## src/rtl/tpb_pkg.sv

```systemverilog
// Shared constants, index-width helper and read FSM state type for the transpose ping-pong buffer.
// Optional block counter is enabled by defining TRANSPOSE_PINGPONG_BUF_BLKCNT_EN.
package tpb_pkg;

   localparam int unsigned DefDataW = 25;
   localparam int unsigned DefN     = 8;

   // Address width of one N x N bank.
   function automatic int unsigned idx_w(input int unsigned n);
      return $clog2(n * n);
   endfunction

   typedef enum logic {
      StIdle,
      StStream
   } rd_state_e;

endpackage

```

## src/rtl/tpb_bank.sv

```systemverilog
// One N*N word storage bank: synchronous write port, asynchronous read port, contents not reset.
// Part of transpose_pingpong_buf (optional TRANSPOSE_PINGPONG_BUF_BLKCNT_EN does not affect this file).
module tpb_bank
   import tpb_pkg::*;
#(
   parameter int unsigned DATA_W = DefDataW,
   parameter int unsigned N      = DefN,
   localparam int unsigned IW    = idx_w(N)
) (
   input  logic              clk,
   input  logic              we,
   input  logic [IW-1:0]     waddr,
   input  logic [DATA_W-1:0] wdata,
   input  logic [IW-1:0]     raddr,
   output logic [DATA_W-1:0] rdata
);

   logic [DATA_W-1:0] mem [N*N];

   always_ff @(posedge clk) begin
      if (we) begin
         mem[waddr] <= wdata;
      end
   end

   assign rdata = mem[raddr];

endmodule

```

## src/rtl/transpose_pingpong_buf.sv

```systemverilog
// Two-bank N x N block buffer: row-major writes, row- or column-major registered read-out.
// Define TRANSPOSE_PINGPONG_BUF_BLKCNT_EN to add the 16-bit blk_cnt output.
module transpose_pingpong_buf
   import tpb_pkg::*;
#(
   parameter int unsigned DATA_W = DefDataW,
   parameter int unsigned N      = DefN
) (
   input  logic              clk,
   input  logic              rst_n,
   input  logic              s_valid,
   output logic              s_ready,
   input  logic [DATA_W-1:0] s_data,
   input  logic              transpose,
   output logic              m_valid,
   input  logic              m_ready,
   output logic [DATA_W-1:0] m_data,
   output logic              m_last
`ifdef TRANSPOSE_PINGPONG_BUF_BLKCNT_EN
   ,
   output logic [15:0]       blk_cnt
`endif
);

   localparam int unsigned IW = idx_w(N);
   localparam int unsigned HW = IW / 2;
   // N*N is a power of two, so the last index is all ones.
   localparam logic [IW-1:0] LastIdx = '1;

   logic [1:0]        full_q, full_d;
   logic              wr_bank_q, rd_bank_q;
   logic [IW-1:0]     w_q, r_q;
   logic              tr_q;
   rd_state_e         state_q;
   logic              m_valid_q, m_last_q;
   logic [DATA_W-1:0] m_data_q;

   logic              wr_en, wr_done, load_en, rd_done;
   logic [IW-1:0]     rd_addr;
   logic [DATA_W-1:0] rdata [2];
   logic [DATA_W-1:0] rd_word;

   assign s_ready = ~full_q[wr_bank_q];
   assign wr_en   = s_valid & s_ready;
   assign wr_done = wr_en & (w_q == LastIdx);
   assign load_en = ~m_valid_q | m_ready;
   assign rd_done = (state_q == StStream) & load_en & (r_q == LastIdx);

   // Transposed read: swap the row and column halves of the index.
   assign rd_addr = tr_q ? {r_q[HW-1:0], r_q[IW-1:HW]} : r_q;
   assign rd_word = rdata[rd_bank_q];

   for (genvar b = 0; b < 2; b++) begin : g_bank
      tpb_bank #(
         .DATA_W(DATA_W),
         .N     (N)
      ) u_bank (
         .clk  (clk),
         .we   (wr_en & (wr_bank_q == 1'(b))),
         .waddr(w_q),
         .wdata(s_data),
         .raddr(rd_addr),
         .rdata(rdata[b])
      );
   end

   // Write completion and read completion always target different banks.
   always_comb begin
      full_d = full_q;
      if (wr_done) full_d[wr_bank_q] = 1'b1;
      if (rd_done) full_d[rd_bank_q] = 1'b0;
   end

   always_ff @(posedge clk or negedge rst_n) begin
      if (!rst_n) begin
         full_q    <= '0;
         w_q       <= '0;
         wr_bank_q <= 1'b0;
      end else begin
         full_q <= full_d;
         if (wr_en) begin
            w_q <= w_q + 1'b1;
            if (wr_done) wr_bank_q <= ~wr_bank_q;
         end
      end
   end

   always_ff @(posedge clk or negedge rst_n) begin
      if (!rst_n) begin
         state_q   <= StIdle;
         r_q       <= '0;
         rd_bank_q <= 1'b0;
         tr_q      <= 1'b0;
         m_valid_q <= 1'b0;
         m_last_q  <= 1'b0;
         m_data_q  <= '0;
      end else begin
         unique case (state_q)
            StIdle: begin
               if (load_en) begin
                  m_valid_q <= 1'b0;
                  m_last_q  <= 1'b0;
               end
               if (full_q[rd_bank_q]) begin
                  state_q <= StStream;
                  tr_q    <= transpose;
               end
            end
            StStream: begin
               if (load_en) begin
                  m_data_q  <= rd_word;
                  m_valid_q <= 1'b1;
                  m_last_q  <= (r_q == LastIdx);
                  r_q       <= r_q + 1'b1;
                  if (r_q == LastIdx) begin
                     rd_bank_q <= ~rd_bank_q;
                     tr_q      <= transpose;
                     // Continue without a bubble only if the other bank is already loaded.
                     if (!full_q[~rd_bank_q]) state_q <= StIdle;
                  end
               end
            end
         endcase
      end
   end

   assign m_valid = m_valid_q;
   assign m_last  = m_last_q;
   assign m_data  = m_data_q;

`ifdef TRANSPOSE_PINGPONG_BUF_BLKCNT_EN
   logic [15:0] blk_cnt_q;

   always_ff @(posedge clk or negedge rst_n) begin
      if (!rst_n) begin
         blk_cnt_q <= '0;
      end else if (m_valid_q && m_ready && m_last_q) begin
         blk_cnt_q <= blk_cnt_q + 16'd1;
      end
   end

   assign blk_cnt = blk_cnt_q;
`endif

endmodule

```

## config.mk

```make
export PLATFORM = sky130hd
export DESIGN_NAME = transpose_pingpong_buf
export DESIGN_NICKNAME = d
export VERILOG_FILES = /design/src/rtl/tpb_pkg.sv /design/src/rtl/tpb_bank.sv /design/src/rtl/transpose_pingpong_buf.sv
export SDC_FILE = /design/constraint.sdc
export NUM_CORES = 2
export LEC_CHECK = 0
export CELL_PAD_IN_SITES_DETAIL_PLACEMENT = 1
export CELL_PAD_IN_SITES_GLOBAL_PLACEMENT = 1
export CORE_AREA = 2 2 466 468
export CTS_BUF_LIST = sky130_fd_sc_hd__clkbuf_2
export DETAILED_ROUTE_END_ITERATION = 6
export DIE_AREA = 0 0 468 470
export PLACE_DENSITY_LB_ADDON = 0.15
export SYNTH_ARGS = -nofsm -noshare
export SYNTH_HDL_FRONTEND = slang
export SYNTH_HIERARCHICAL = 1
export SYNTH_SLANG_ARGS = --single-unit
```

## constraint.sdc

```tcl
create_clock -name clk -period 4.2 [get_ports clk]
set_clock_uncertainty 0.2 [all_clocks]
set_input_delay 0.63 -clock clk [delete_from_list [all_inputs] [get_ports clk]]
set_output_delay 0.63 -clock clk [all_outputs]
set_load 0.1 [all_outputs]
```

After elaboration in Yosys (flattened, before gate mapping)
Memory sizes are Yosys's and may differ from the RTL's. Index checks and enable logic that the tools add are counted.

Bits in read-only memories: 0. Bits of input ports: 30. Bits in latches: 0. Register bits: 45. Logic and storage cells: 83. Bits in writable memories: 3200. Memories: 2. Output and inout port bits: 28.

$add $sub $neg: 2. $lt $le $gt $ge: 6. Multiplexer cells: 34. Divide/modulo/power cells: 0. Shifts and indexed selects: 0. Reduce and logical (&&, ||, !) cells: 7. Equal/unequal tests: 6. $mul: 0. Bitwise logic cells: 16.

Memories: g_bank[0].u_bank.mem (words 64, width 25, rd ports 1, clocked after Yosys merged registers in 0, write ports 1, RTL line tpb_bank.sv:18) `logic [DATA_W-1:0] mem [N*N];`; g_bank[1].u_bank.mem (words 64, width 25, rd ports 1, clocked after Yosys merged registers in 0, write ports 1, RTL line tpb_bank.sv:18).

Operator list (count): two-way mux 25 bit (3); two-way mux 1 bit (22); adder 6 x 1 -> 6 bit, second input constant (2); == test 6 bit, second input constant (2); case mux 1 bit (2 select lines) (4); bitwise AND 1 bit (6); < comparator 1 x 2 -> 1 bit, second input constant (3); two-way mux 6 bit (1); AND reduction 2 bit (3); AND reduction 3 bit (2); inverter 1 bit (5); two-way mux 2 bit (2); != test 2 x 1 -> 1 bit, second input constant (2); != test 2 bit, second input constant (2); bitwise AND 2 bit (1); demux 1 bit (select 1 bit) (2); >= comparator 1 bit, second input constant (2); >= comparator 2 bit, second input constant (1); logical AND 1 bit (2); inverter 1 -> 2 bit (1); inverter 2 bit (1); bitwise OR 2 bit (1); bitwise OR 1 bit (1).

Depth between registers and ports, before layout
Depth after elaboration: 8. Depth in mapped cells: 14. Mapped depth without buffers: 8.

Cells and area by module
The synthesis kept the hierarchy.

Modules (own cells, without submodules): tpb_bank (seq. area each 48046.1 um^2, instances 2, cells an instance 2825, area each 61997.0 um^2); transpose_pingpong_buf (seq. area each 1126.1 um^2, instances 1, cells an instance 191, area each 2137.0 um^2).

Worst setup path after synthesis
Ideal clock, no wire load.

Path type: input port to flip-flop. Start point: input s_valid. End point: memory g_bank[0].u_bank/mem[48][0] (netlist name) (enable). Setup time: 0.438 ns. Slack: 0.458 ns. Data arrival time: 3.104 ns. Buffers on the path: 0. Required time: 3.562 ns. Stages on the path: 3. Cells stage by stage: nor3b_1 > nand4b_1 > nor3_1.

Word-level cells in the longest chain between the ends: 4.

Ends and longest elaborated chain: from (decl) (RTL line transpose_pingpong_buf.sv:11) `input logic s_valid,`; bitwise AND 1 bit (RTL line transpose_pingpong_buf.sv:44) `assign wr_en = s_valid & s_ready;`; bitwise AND 1 bit (RTL line transpose_pingpong_buf.sv:59) `.we (wr_en & (wr_bank_q == 1'(b))),`; two-way mux 1 bit (RTL line tpb_bank.sv:21) `if (we) begin`; two-way mux 1 bit (not written as such) (RTL line tpb_bank.sv:22) `mem[waddr] <= wdata;`; to (decl) (RTL line tpb_bank.sv:18).

Every way passes these cells.

==> impl_summary.md <==
Synth
Of all flip-flops after synthesis, the portion carrying an async set or reset was 0.0139. The sequential fraction of the synthesis area is 0.771. The number of flip-flops and latches in the synthesized netlist is around 3200. The most used flip-flop cell after synthesis is edfxtp_1. The cell area that synthesis handed to floorplanning was about 0.13 mm^2. The unique cell type count in the Yosys netlist is 55. The synthesized instance count is just under 6000. The number of synthesized flops with an enable pin is 3200. The total number of yosys warnings is 6. The number of nets produced by synthesis is roughly 6000. The average instance in the mapped netlist occupies roughly 22 um^2.

Global route
The overall routing resource usage is 0.330. The global-route wire length before repair is roughly 500 mm. For this run, global-route usage on met3 was measured as 0.0650.

In the global route stage, met2 resource usage came out at 0.526. In the global route stage, met1 resource usage came out at 0.453. The largest net degree at the start of global routing is 114. The number of global-route vias before repair was roughly 70000. The aggregate global routing overflow is 0. The number of antenna violations at the first check in global routing is 20.

After global routing, the most crowded layer is met2.

Drt
The first-pass detailed-route iteration total is 6. Dividing the detail-routed wire length by the instance count gives 34.9 um. The via total after detailed routing is between 60000 and 70000. The final routed DRC violation total is 0. The routed via count divided by cell count is roughly 6.5. The wire length after detailed routing is around 360 mm. In this run the remaining antenna-violating nets after routing total 0. After the first detailed-routing iteration, the DRC count stood at around 8100.

Place
The routability-driven placement congestion ratio is 0.853. Port buffering added 57 buffers. Summing all placed instances gives a cell area of approximately 0.13 mm^2. The final HPWL from detailed placement is 207 mm.

Floorplan
The count of pins on the block boundary is between 50 and 60. The core area is 0.216 mm^2. The vertical die dimension is about 470 um. The starting density of the core is 0.585. Measured along the x axis, the die boundary spans 468 um. The area enclosed by the die boundary is ~0.22 mm^2.

After floorplanning, the core was divided into approximately 170 placement rows.

STA
The summed negative setup slack over all endpoints is 0 ps. Dividing the final minimum period by the clock period gives 0.994. The normalized max-slew margin is 0.0824.

The actual slew at the worst max-slew pin is around 1400 ps. For this run, the top clock speed supported by timing is between 200 and 250 MHz. The number of failing hold endpoints at the final stage is 0. For the finished layout, the period the worst path requires is approximately 4200 ps. Setup violations remaining at the end of the flow were counted as 0. Setup repair after global routing left no endpoint under its margin. Across all hold checks on the routed design, the worst slack comes to between 200 and 300 ps.

The max-slew violation total from the final report is 0.

Clock tree
In this run, CTS created clock tree buffers numbering around 780. Clock tree synthesis selected as its root buffer the cell clkbuf_2. TritonCTS built the clock tree.

At the later pin of the worst-skew pair, clock insertion delay measures 2010 ps. The number of buffers between clock root and the deepest sink is 4. The clock slew seen by the registers of the worst setup and hold paths is roughly 110 ps. The H-tree was split into 6 levels. The number of clock sinks is about 3200.

Layout
Summing all non-filler instances in the final layout gives an area of roughly 0.14 mm^2. The most common cell after layout, fill and taps aside is edfxtp_1. In the layout the commonest cells are 3200 x edfxtp_1, 1123 x clkbuf_2, 604 x mux4_2, 370 x buf_4, 288 x mux2i_1. The share of cells above drive strength 1 is 0.364. The final layout net count is a little under 7000.

The area growth from synthesis to layout is 11.4%.

Pwr
Of the total power, registers draw 0.452. The standby leakage power is approximately 45 nW. The peak supply drop is around 0.00070 V. The combinational share of power is 0.299. The power density normalized to cell area is roughly 580 mW/mm^2.

In this run the power spent charging and discharging nets is approximately 28 mW. The proportion of power drawn by the clock network is 0.249. The internal power of the cells is 53.7 mW. The net switching share of the total power is 0.344.

Worst setup path
The worst setup path is launched from a flip-flop. The startpoint identified for the worst register-to-register timing path is tr_q. STA classifies the critical path endpoint as a flip-flop.

At the worst endpoint, the required time is 5900 ps. The worst setup path startpoint is tr_q. The worst setup path is of the reg2reg kind. Of all nets on the critical path, the largest fanout is 31. Across all register-to-register paths, the minimum setup slack is 30 ps. Following the worst setup path forward leads to its endpoint at m_data[9]. For the worst flop-to-flop path, the logic depth is 11. The data arrival time of the critical path is between 5000 and 6000 ps. The terminus of the critical flop-to-flop path is m_data[9].

Worst hold path
In this run the worst hold path is classified as in2reg.

Outcome
The flow ran to the end, and the final reports show no timing, DRC or antenna violations.

Job
The total of max-cap violations is 0.
## how the worst min path moves through the flow
stage / startpoint / to / slack [ps] / depth (start not counted)
final: s_data[6] / g_bank[0].u_bank/mem[62][6] / 280 / 3
after global routing: s_data[6] / g_bank[0].u_bank/mem[55][6] / 170 / 3
after CTS: s_data[5] / g_bank[0].u_bank/mem[38][5] / 20 / 4
after detailed placement: r_q[4] / r_q[4] / 340 / 1
after global placement: r_q[4] / r_q[4] / 340 / 1
after floorplan: rst_n / full_q[0] / 130 / 0
## critical path, cell delays in order, from the launching register on
cell      delay, ps
dfrtp_2         600
mux2_8          540
buf_4           190
buf_12          180
buf_12          190
mux4_2          330
mux2i_1          70
a22oi_1         660
o311ai_1        560
a21oi_1         280
mux2i_1         100
a21oi_1         160
## synth_stat cells (all sizes together), types with 4 or more instances
| library cell | n | area share |
|---|---|---|
| a31o | 12 | 0.00083 |
| nor2b | 46 | 0.0023 |
| nand4 | 10 | 0.00066 |
| nor3 | 54 | 0.0021 |
| o311ai | 36 | 0.0025 |
| xnor2 | 10 | 0.00069 |
| or3 | 7 | 0.00035 |
| nand3 | 14 | 0.00056 |
| o21ai | 78 | 0.0031 |
| clkbuf | 100 | 0.0030 |
| nand3b | 12 | 0.00071 |
| dfrtp | 45 | 0.0089 |
| a21oi | 61 | 0.0024 |
| o22ai | 192 | 0.0095 |
| buf | 244 | 0.016 |
| a21o | 36 | 0.0021 |
| o22a | 16 | 0.0011 |
| nand2 | 30 | 0.00089 |
| nor2 | 208 | 0.0062 |
| nand2b | 14 | 0.00069 |
| mux2 | 261 | 0.023 |
| mux4 | 620 | 0.11 |
| or4 | 10 | 0.00060 |
| or2 | 4 | 0.00020 |
| o211ai | 40 | 0.0024 |
| and2 | 7 | 0.00039 |
| nor3b | 4 | 0.00024 |
| a22oi | 74 | 0.0052 |
| and2b | 8 | 0.00048 |
| or3b | 10 | 0.00069 |
| a22o | 36 | 0.0025 |
| edfxtp | 3200 | 0.76 |
| mux2i | 289 | 0.023 |
| a211oi | 36 | 0.0021 |
## area by class of cell
cell class              instances  area (um^2)
well taps                    2854         3570
flip-flops and latches       3245        97200
repair buffers                573         5860
multi-input cells            2250        26900
inverters                       3         11.3
diodes                          6         15.0
clock inverters               234         1200
fillers                     18019        75200
clock buffers                1123         5620
## power by group through the flow
| stage | Combinational (mW) | Sequential [mW] | Clock [mW] |
|---|---|---|---|
| floorplan | 14.3 | 38.2 | 0 |
| global route | 25.3 | 37.1 | 22.2 |
| CTS | 24.3 | 37.0 | 20.7 |
| global placement | 23.6 | 37.7 | 0 |
| detailed placement | 24.0 | 37.7 | 0 |
| finish | 24.5 | 37.1 | 20.4 |
## sequential cells by signal, indices dropped and copies added, names as in the netlist
name,count
r_q,6
full_q,2
w_q,6
m_valid,1
m_last,1
state_q,1
g_bank.u_bank/mem,3200
wr_bank_q,1
rd_bank_q,1
tr_q,1
m_data,25
## layer usage
metal / vias to the layer above / wire [um]
met2: 3904 / 176000
met3: 663 / 33900
li1: 26938 / -
met5: - / 80
met4: 12 / 14200
met1: 35816 / 134000
## kinds of logic (layout without fill, tap and decap cells)
group           count (synthesis)  count (layout)  synth area share
compound gates                620             620            0.0341
other cells                     0               6                 0
simple gates                  445             445            0.0175
mux                          1170            1171             0.157
flops                        3245            3245             0.771
buf+inv                       347            1933            0.0192
fa+ha+maj                       2               2          0.000198
xor+xnor                       12              12          0.000833
## repair_timing
item | in CTS | in global routing
gates cloned | 1 | 0
endpoints found under the hold margin | 3284 | 0
hold buffers | 108 | 0
resized for setup | 113 | 4
setup buffers | 2 | 4
pin swaps | 0 | 0
setup endpoints to repair | 30 | 4
## stage by stage
| step | setup slack [ps] | util | power, mW | cells |
|---|---|---|---|---|
| 6_report | 25.1 | 0.651 | 81.9 | 10288 |
| 2_1_floorplan | 458 | - | 52.5 | 5841 |
| 3_3_place_gp | -37.1 | 0.612 | 61.2 | 8810 |
| 5_1_grt | 20.5 | 0.651 | 84.6 | 10286 |
| 4_1_cts | 0.500 | 0.651 | 82.0 | 10278 |
| 3_5_place_dp | -63.1 | 0.612 | 61.7 | 8810 |
Note: power is estimated with default switching activity, not from simulation.
